## src/rtl/des_ctrl_pkg.sv

```systemverilog
// Shared types and constants for the DES block sequencer.
// Build option: DES_CBC_EN enables CBC chaining.
package des_ctrl_pkg;

  localparam int DES_BLK_W = 64;

  localparam logic MODE_ENC = 1'b0;
  localparam logic MODE_DEC = 1'b1;

  typedef enum logic [1:0] {
    IDLE,
    START,
    WAIT,
    OUT
  } state_e;

endpackage

```

## src/rtl/des_chain_unit.sv

```systemverilog
// CBC chain register with pre-core and post-core XOR muxing.
// Only instantiated when DES_CBC_EN is defined.
module des_chain_unit
  import des_ctrl_pkg::*;
(
  input  logic                 clk,
  input  logic                 rst_n,
  input  logic                 load_i,
  input  logic                 cbc_i,
  input  logic                 mode_i,
  input  logic                 acc_i,
  input  logic                 done_i,
  input  logic [0:DES_BLK_W-1] iv_i,
  input  logic [0:DES_BLK_W-1] blk_i,
  input  logic [0:DES_BLK_W-1] dout_i,
  output logic [0:DES_BLK_W-1] din_o,
  output logic [0:DES_BLK_W-1] res_o
);

  logic                 cbc_q;
  logic [0:DES_BLK_W-1] chain_q;
  logic [0:DES_BLK_W-1] blk_q;

  logic enc_cbc;
  logic dec_cbc;

  assign enc_cbc = cbc_q && (mode_i == MODE_ENC);
  assign dec_cbc = cbc_q && (mode_i == MODE_DEC);

  assign din_o = enc_cbc ? (blk_i ^ chain_q) : blk_i;
  assign res_o = dec_cbc ? (dout_i ^ chain_q) : dout_i;

  // Decrypt chains on the ciphertext that went in, not the core output.
  always_ff @(posedge clk or negedge rst_n) begin
    if (!rst_n) begin
      cbc_q   <= 1'b0;
      chain_q <= '0;
      blk_q   <= '0;
    end else begin
      if (load_i) begin
        cbc_q   <= cbc_i;
        chain_q <= iv_i;
      end
      if (acc_i) begin
        blk_q <= blk_i;
      end
      if (done_i && cbc_q) begin
        chain_q <= (mode_i == MODE_ENC) ? dout_i : blk_q;
      end
    end
  end

endmodule

```

## src/rtl/des_cbc_ctrl.sv

```systemverilog
// Block sequencer around a single-block DES core, ECB or CBC.
// Build option: DES_CBC_EN enables the chain unit.
module des_cbc_ctrl
  import des_ctrl_pkg::*;
#(
  parameter int TIMEOUT = 64,
  parameter int CNT_W   = 16
) (
  input  logic                 clk,
  input  logic                 reset,
  input  logic                 cfg_load,
  input  logic                 cfg_mode,
  input  logic                 cfg_cbc,
  input  logic [0:DES_BLK_W-1] cfg_key,
  input  logic [0:DES_BLK_W-1] cfg_iv,
  input  logic                 in_valid,
  output logic                 in_ready,
  input  logic [0:DES_BLK_W-1] in_data,
  output logic                 out_valid,
  input  logic                 out_ready,
  output logic [0:DES_BLK_W-1] out_data,
  output logic [0:DES_BLK_W-1] des_din,
  output logic [0:DES_BLK_W-1] des_key,
  output logic                 des_mode,
  output logic                 des_start,
  input  logic [0:DES_BLK_W-1] des_dout,
  input  logic                 des_oflag,
  output logic                 busy,
  output logic                 timeout_err,
  output logic [CNT_W-1:0]     blk_count
);

  localparam int TW = $clog2(TIMEOUT) + 1;

  state_e               state_q;
  logic [TW-1:0]        tmo_q;
  logic [CNT_W-1:0]     cnt_q;
  logic                 terr_q;
  logic                 ov_q;
  logic                 start_q;
  logic                 mode_q;
  logic [0:DES_BLK_W-1] key_q;
  logic [0:DES_BLK_W-1] din_q;
  logic [0:DES_BLK_W-1] od_q;

  logic                 idle;
  logic                 load;
  logic                 acc;
  logic                 done;
  logic [0:DES_BLK_W-1] din_pre;
  logic [0:DES_BLK_W-1] res;

  assign idle = (state_q == IDLE);
  assign load = idle && cfg_load;
  assign acc  = in_valid && in_ready;
  assign done = (state_q == WAIT) && des_oflag;

  assign in_ready    = reset && idle && !cfg_load;
  assign busy        = !idle;
  assign out_valid   = ov_q;
  assign out_data    = od_q;
  assign des_din     = din_q;
  assign des_key     = key_q;
  assign des_mode    = mode_q;
  assign des_start   = start_q;
  assign timeout_err = terr_q;
  assign blk_count   = cnt_q;

`ifdef DES_CBC_EN
  des_chain_unit u_chain (
    .clk    (clk),
    .rst_n  (reset),
    .load_i (load),
    .cbc_i  (cfg_cbc),
    .mode_i (mode_q),
    .acc_i  (acc),
    .done_i (done),
    .iv_i   (cfg_iv),
    .blk_i  (in_data),
    .dout_i (des_dout),
    .din_o  (din_pre),
    .res_o  (res)
  );
`else
  logic unused_cbc;
  assign unused_cbc = ^{cfg_cbc, cfg_iv};
  assign din_pre    = in_data;
  assign res        = des_dout;
`endif

  always_ff @(posedge clk or negedge reset) begin
    if (!reset) begin
      state_q <= IDLE;
      tmo_q   <= '0;
      cnt_q   <= '0;
      terr_q  <= 1'b0;
      ov_q    <= 1'b0;
      start_q <= 1'b0;
      mode_q  <= 1'b0;
      key_q   <= '0;
      din_q   <= '0;
      od_q    <= '0;
    end else begin
      unique case (state_q)
        IDLE: begin
          if (cfg_load) begin
            key_q  <= cfg_key;
            mode_q <= cfg_mode;
            cnt_q  <= '0;
            terr_q <= 1'b0;
          end else if (in_valid) begin
            din_q   <= din_pre;
            start_q <= 1'b1;
            state_q <= START;
          end
        end
        START: begin
          start_q <= 1'b0;
          tmo_q   <= '0;
          state_q <= WAIT;
        end
        WAIT: begin
          // A result arriving on the expiry cycle still counts.
          if (des_oflag) begin
            od_q    <= res;
            ov_q    <= 1'b1;
            state_q <= OUT;
          end else if (tmo_q == TW'(TIMEOUT - 1)) begin
            terr_q  <= 1'b1;
            state_q <= IDLE;
          end else begin
            tmo_q <= tmo_q + TW'(1);
          end
        end
        OUT: begin
          if (out_ready) begin
            ov_q    <= 1'b0;
            cnt_q   <= cnt_q + CNT_W'(1);
            state_q <= IDLE;
          end
        end
        default: state_q <= IDLE;
      endcase
    end
  end

endmodule
```

## config.mk

```make
export PLATFORM = sky130hd
export DESIGN_NAME = des_cbc_ctrl
export DESIGN_NICKNAME = d
export VERILOG_FILES = /design/src/rtl/des_ctrl_pkg.sv /design/src/rtl/des_chain_unit.sv /design/src/rtl/des_cbc_ctrl.sv
export SDC_FILE = /design/constraint.sdc
export NUM_CORES = 1
export LEC_CHECK = 0
export ABC_CLOCK_PERIOD_IN_PS = 2500
export CAP_MARGIN = 15
export CELL_PAD_IN_SITES_DETAIL_PLACEMENT = 1
export CELL_PAD_IN_SITES_GLOBAL_PLACEMENT = 2
export CORE_MARGIN = 1
export CORE_UTILIZATION = 23
export CTS_CLUSTER_SIZE = 25
export DETAILED_ROUTE_END_ITERATION = 10
export GPL_ROUTABILITY_DRIVEN = 0
export PLACE_DENSITY = 0.93
export SYNTH_ARGS = -nofsm -noshare
export SYNTH_HDL_FRONTEND = slang
export SYNTH_HIERARCHICAL = 1
export SYNTH_SLANG_ARGS = --single-unit
```

## constraint.sdc

```tcl
create_clock -name clk -period 2.5 [get_ports clk]
set_input_delay 0.5 -clock clk [delete_from_list [all_inputs] [get_ports clk]]
set_output_delay 0.5 -clock clk [all_outputs]
set_load 0.02 [all_outputs]
```

==> results <==
## per-stage QoR
stage	power [mW]	instances	TNS (ns)	util
after floorplan	10.1	701	0	-
after global placement	14.5	1576	-0.0437	0.367
after detailed placement	14.8	1576	-0.0505	0.367
after CTS	19.2	1625	0	0.393
after global routing	19.9	1625	0	0.393
final	18.9	1625	0	0.393
## registers in the layout, indices dropped and copies added (netlist names)
signal	flops
blk_count	16
des_start	1
state_q	2
tmo_q	7
des_mode	1
out_data	64
des_din	64
timeout_err	1
out_valid	1
des_key	64
## layer usage
metal	global-route usage	up-vias	wire (µm)	part of all wire
li1	-	3229	-	-
met1	0.177	3543	11200	0.37
met5	0	-	0	0
met3	0.0446	61	2130	0.070
met2	0.289	212	15900	0.53
met4	0.0575	0	1010	0.033
## worst max-delay path by stage
stage / from / endpoint / slack, ns / cells after the start
after CTS: state_q[0]$_DFFE_PN0P_ / in_ready / 0.02 / 3
after global placement: cfg_load / blk_count[15]$_DFFE_PN0P_ / -0.04 / 5
after detailed placement: cfg_load / blk_count[15]$_DFFE_PN0P_ / -0.05 / 5
final: state_q[0]$_DFFE_PN0P_ / in_ready / 0.19 / 3
after floorplan: state_q[0]$_DFFE_PN0P_ / des_din[10]$_DFFE_PN0P_ / 0.42 / 6
after global routing: state_q[0]$_DFFE_PN0P_ / in_ready / 0.11 / 3
## worst reg2reg max path, delay by kind of cell (launching register included)
| kind | cells | cell delay, ns |
|---|---|---|
| AO/OA/AOI/OAI | 2 | 0.59 |
| buffers and inverters | 1 | 0.17 |
| flip-flops | 1 | 0.39 |
| AND/OR/NAND/NOR | 2 | 0.93 |
## area by class of cell
class                      instances  area, µm²  area share
timing repair buffer             439       4420       0.307
clock inverter                     7        123     0.00852
tap                              468        586      0.0407
multi-input combinational        442       2900       0.201
clock buffer                      42        825      0.0573
inverter                           6       22.5     0.00156
sequential                       221       5530       0.384
## Yosys cell counts (all sizes together)
cell / n
or4b: 1
buf: 8
nor3b: 2
a311oi: 1
nand3: 11
or4: 1
o31ai: 4
dfrtp: 221
or3: 8
ha: 2
xor2: 1
a211oi: 2
and4: 2
nand4: 2
o21a: 1
nand3b: 1
nand2b: 2
or2: 2
mux2: 129
or3b: 1
nor3: 5
nor2: 11
o211ai: 4
o41ai: 1
and3: 1
a31oi: 1
a21oi: 22
a2111o: 1
clkbuf: 24
a21o: 2
inv: 6
nand4b: 1
xnor2: 2
o21ai: 10
nand2: 208
## kinds of logic after synthesis
group                    Yosys count  synth area share
AND/OR/NAND/NOR                  259             0.125
flip-flops                       221             0.646
multiplexers                     129             0.170
AO/OA/AOI/OAI                     49            0.0342
buffers and inverters             38            0.0183
XOR/XNOR                           3           0.00307
adder cells (fa/ha/maj)            2           0.00292
## power groups by stage
| stage | clock network (mW) | logic [mW] | registers [mW] |
|---|---|---|---|
| final | 4.16 | 8.49 | 6.25 |
| after global placement | 0 | 8.36 | 6.13 |
| after detailed placement | 0 | 8.54 | 6.26 |
| after global routing | 4.44 | 8.97 | 6.45 |
| after floorplan | 0 | 2.07 | 8.01 |
| after CTS | 4.33 | 8.61 | 6.26 |
==> results.toml <==
[detailed_routing]
drt.antenna.violating_nets = 0
drtPass1Iterations = 4
vias = 7045
routedWlPerCell_um = 18.7
vias_per_cell = 4.34
drt_wl_total_um = 30300
drt_iter0_markers = 123
drc = 0

[timing]
fin_crit_sh = 0.923
hold_slack_ns = 0.0894
setup_ws_ns = 0.193
drv_slew = 0
finalSetupViolations = 0
slew_headroom = 0.490
finalClockSkew_ns = 0.0140
worst_pin_slew_ns = 0.765
fin_crit_ns = 2.31
fmax_mhz = 434
hold_viol = 0
rsz0062_at_grt = "no"

[grt]
grt_pass1_vias = 7956
grt.total_usage = 0.159
antenna_found_initial = 0
overflow = 0
grt_start_max_net_pins = 125
grt_pass1_wl_um = 47000

[power]
p_seq_frac = 0.331
p_switching_mw = 6.86
clkPwrFrac = 0.220
power_frac_comb = 0.449
leakage_nw = 6.20
peakVddDrop_mv = 0.857
power_density_nw_per_um2 = 1310
swShare = 0.363
cellInternalPower_mw = 12.0

[synth]
ys_ff_latch = 221
seq_area_frac_synth = 0.646
yosys_warnings = 6
yosysTopAreaCellShare = 0.646
syn_avg_cell_area_um2 = 12.2
synthTopCellsByArea = "dfrtp_1 65%, mux2_2 17%, nand2_1 9.1%, a21oi_1 1.3%, clkbuf_1 1.1%"
netlist_instances = 701
synth_cell_type_count = 37
synth_nets = 967
yosys.area.top_type = "dfrtp_1"
syn-cell-area_um2 = 8560

[clock_network]
post_cts_resized = 1
clkTransAtPathRegs_ns = 0.05
cts_tree = "built"
insertion_delay_ns = 0.55
h-tree-depth = 1
clock-sinks = 221
cts_root_buffer = "clkbuf_16"
cts_buffer_depth = 3
cts_setup_buffers = 0
holdBufCountCts = 0
cts_inserted_buffers = 28

[min_path]
hold_class = "in -> async"

[final_layout]
mostFrequentLayoutCells = "409 x clkdlybuf4s50_1, 221 x dfrtp_1, 208 x nand2_1"
final_common_cell = "clkdlybuf4s50_1"
syn_to_final_growth_pct = 68.3
insertedDiodeCount = 0
final_layout_size_suffix_gt1_frac = 0.177
fin_nets = 1404
fin_area_um2 = 14400
n_fill_cell = 3950

[setup_path]
crit_type = "reg -> out"
worstPathMaxFanout = 8
critical-path-max-stage-delay_ns = 0.48
slowest_stage = "dfrtp_1"
crit_chain = "or2_2 -> nor3b_1 -> clkbuf_2"
crit_buf_inv = 1
r2r_setup_slack_ns = 0.35
reg2reg_from = "state_q[1]$_DFFE_PN0P_"
worstRegToRegCells = 5
crit_family = "simple AND/OR/NAND/NOR gates"
cp.required_ns = 2.00
r2r-end = "blk_count[15]$_DFFE_PN0P_"
critPathCaptureType = "output port"
crit_path_start_kind = "flop"
worstPathArrival_ns = 1.81

[die]
start_util = 0.234
rows = 70
core_area_um2 = 36600
die_h_um = 195
die_area_um2 = 38000
die_w_um = 195
ios = 478

[placement]
io_buffers = 412
pre_cts_slack_ns = -0.0505
dpl_cell_area_um2 = 13500
dpl.hpwl_um = 21800

[run_status]
outcome = "complete, no violations"

[job]
max-cap-violations = 0
(Power assumes the default switching activity.)
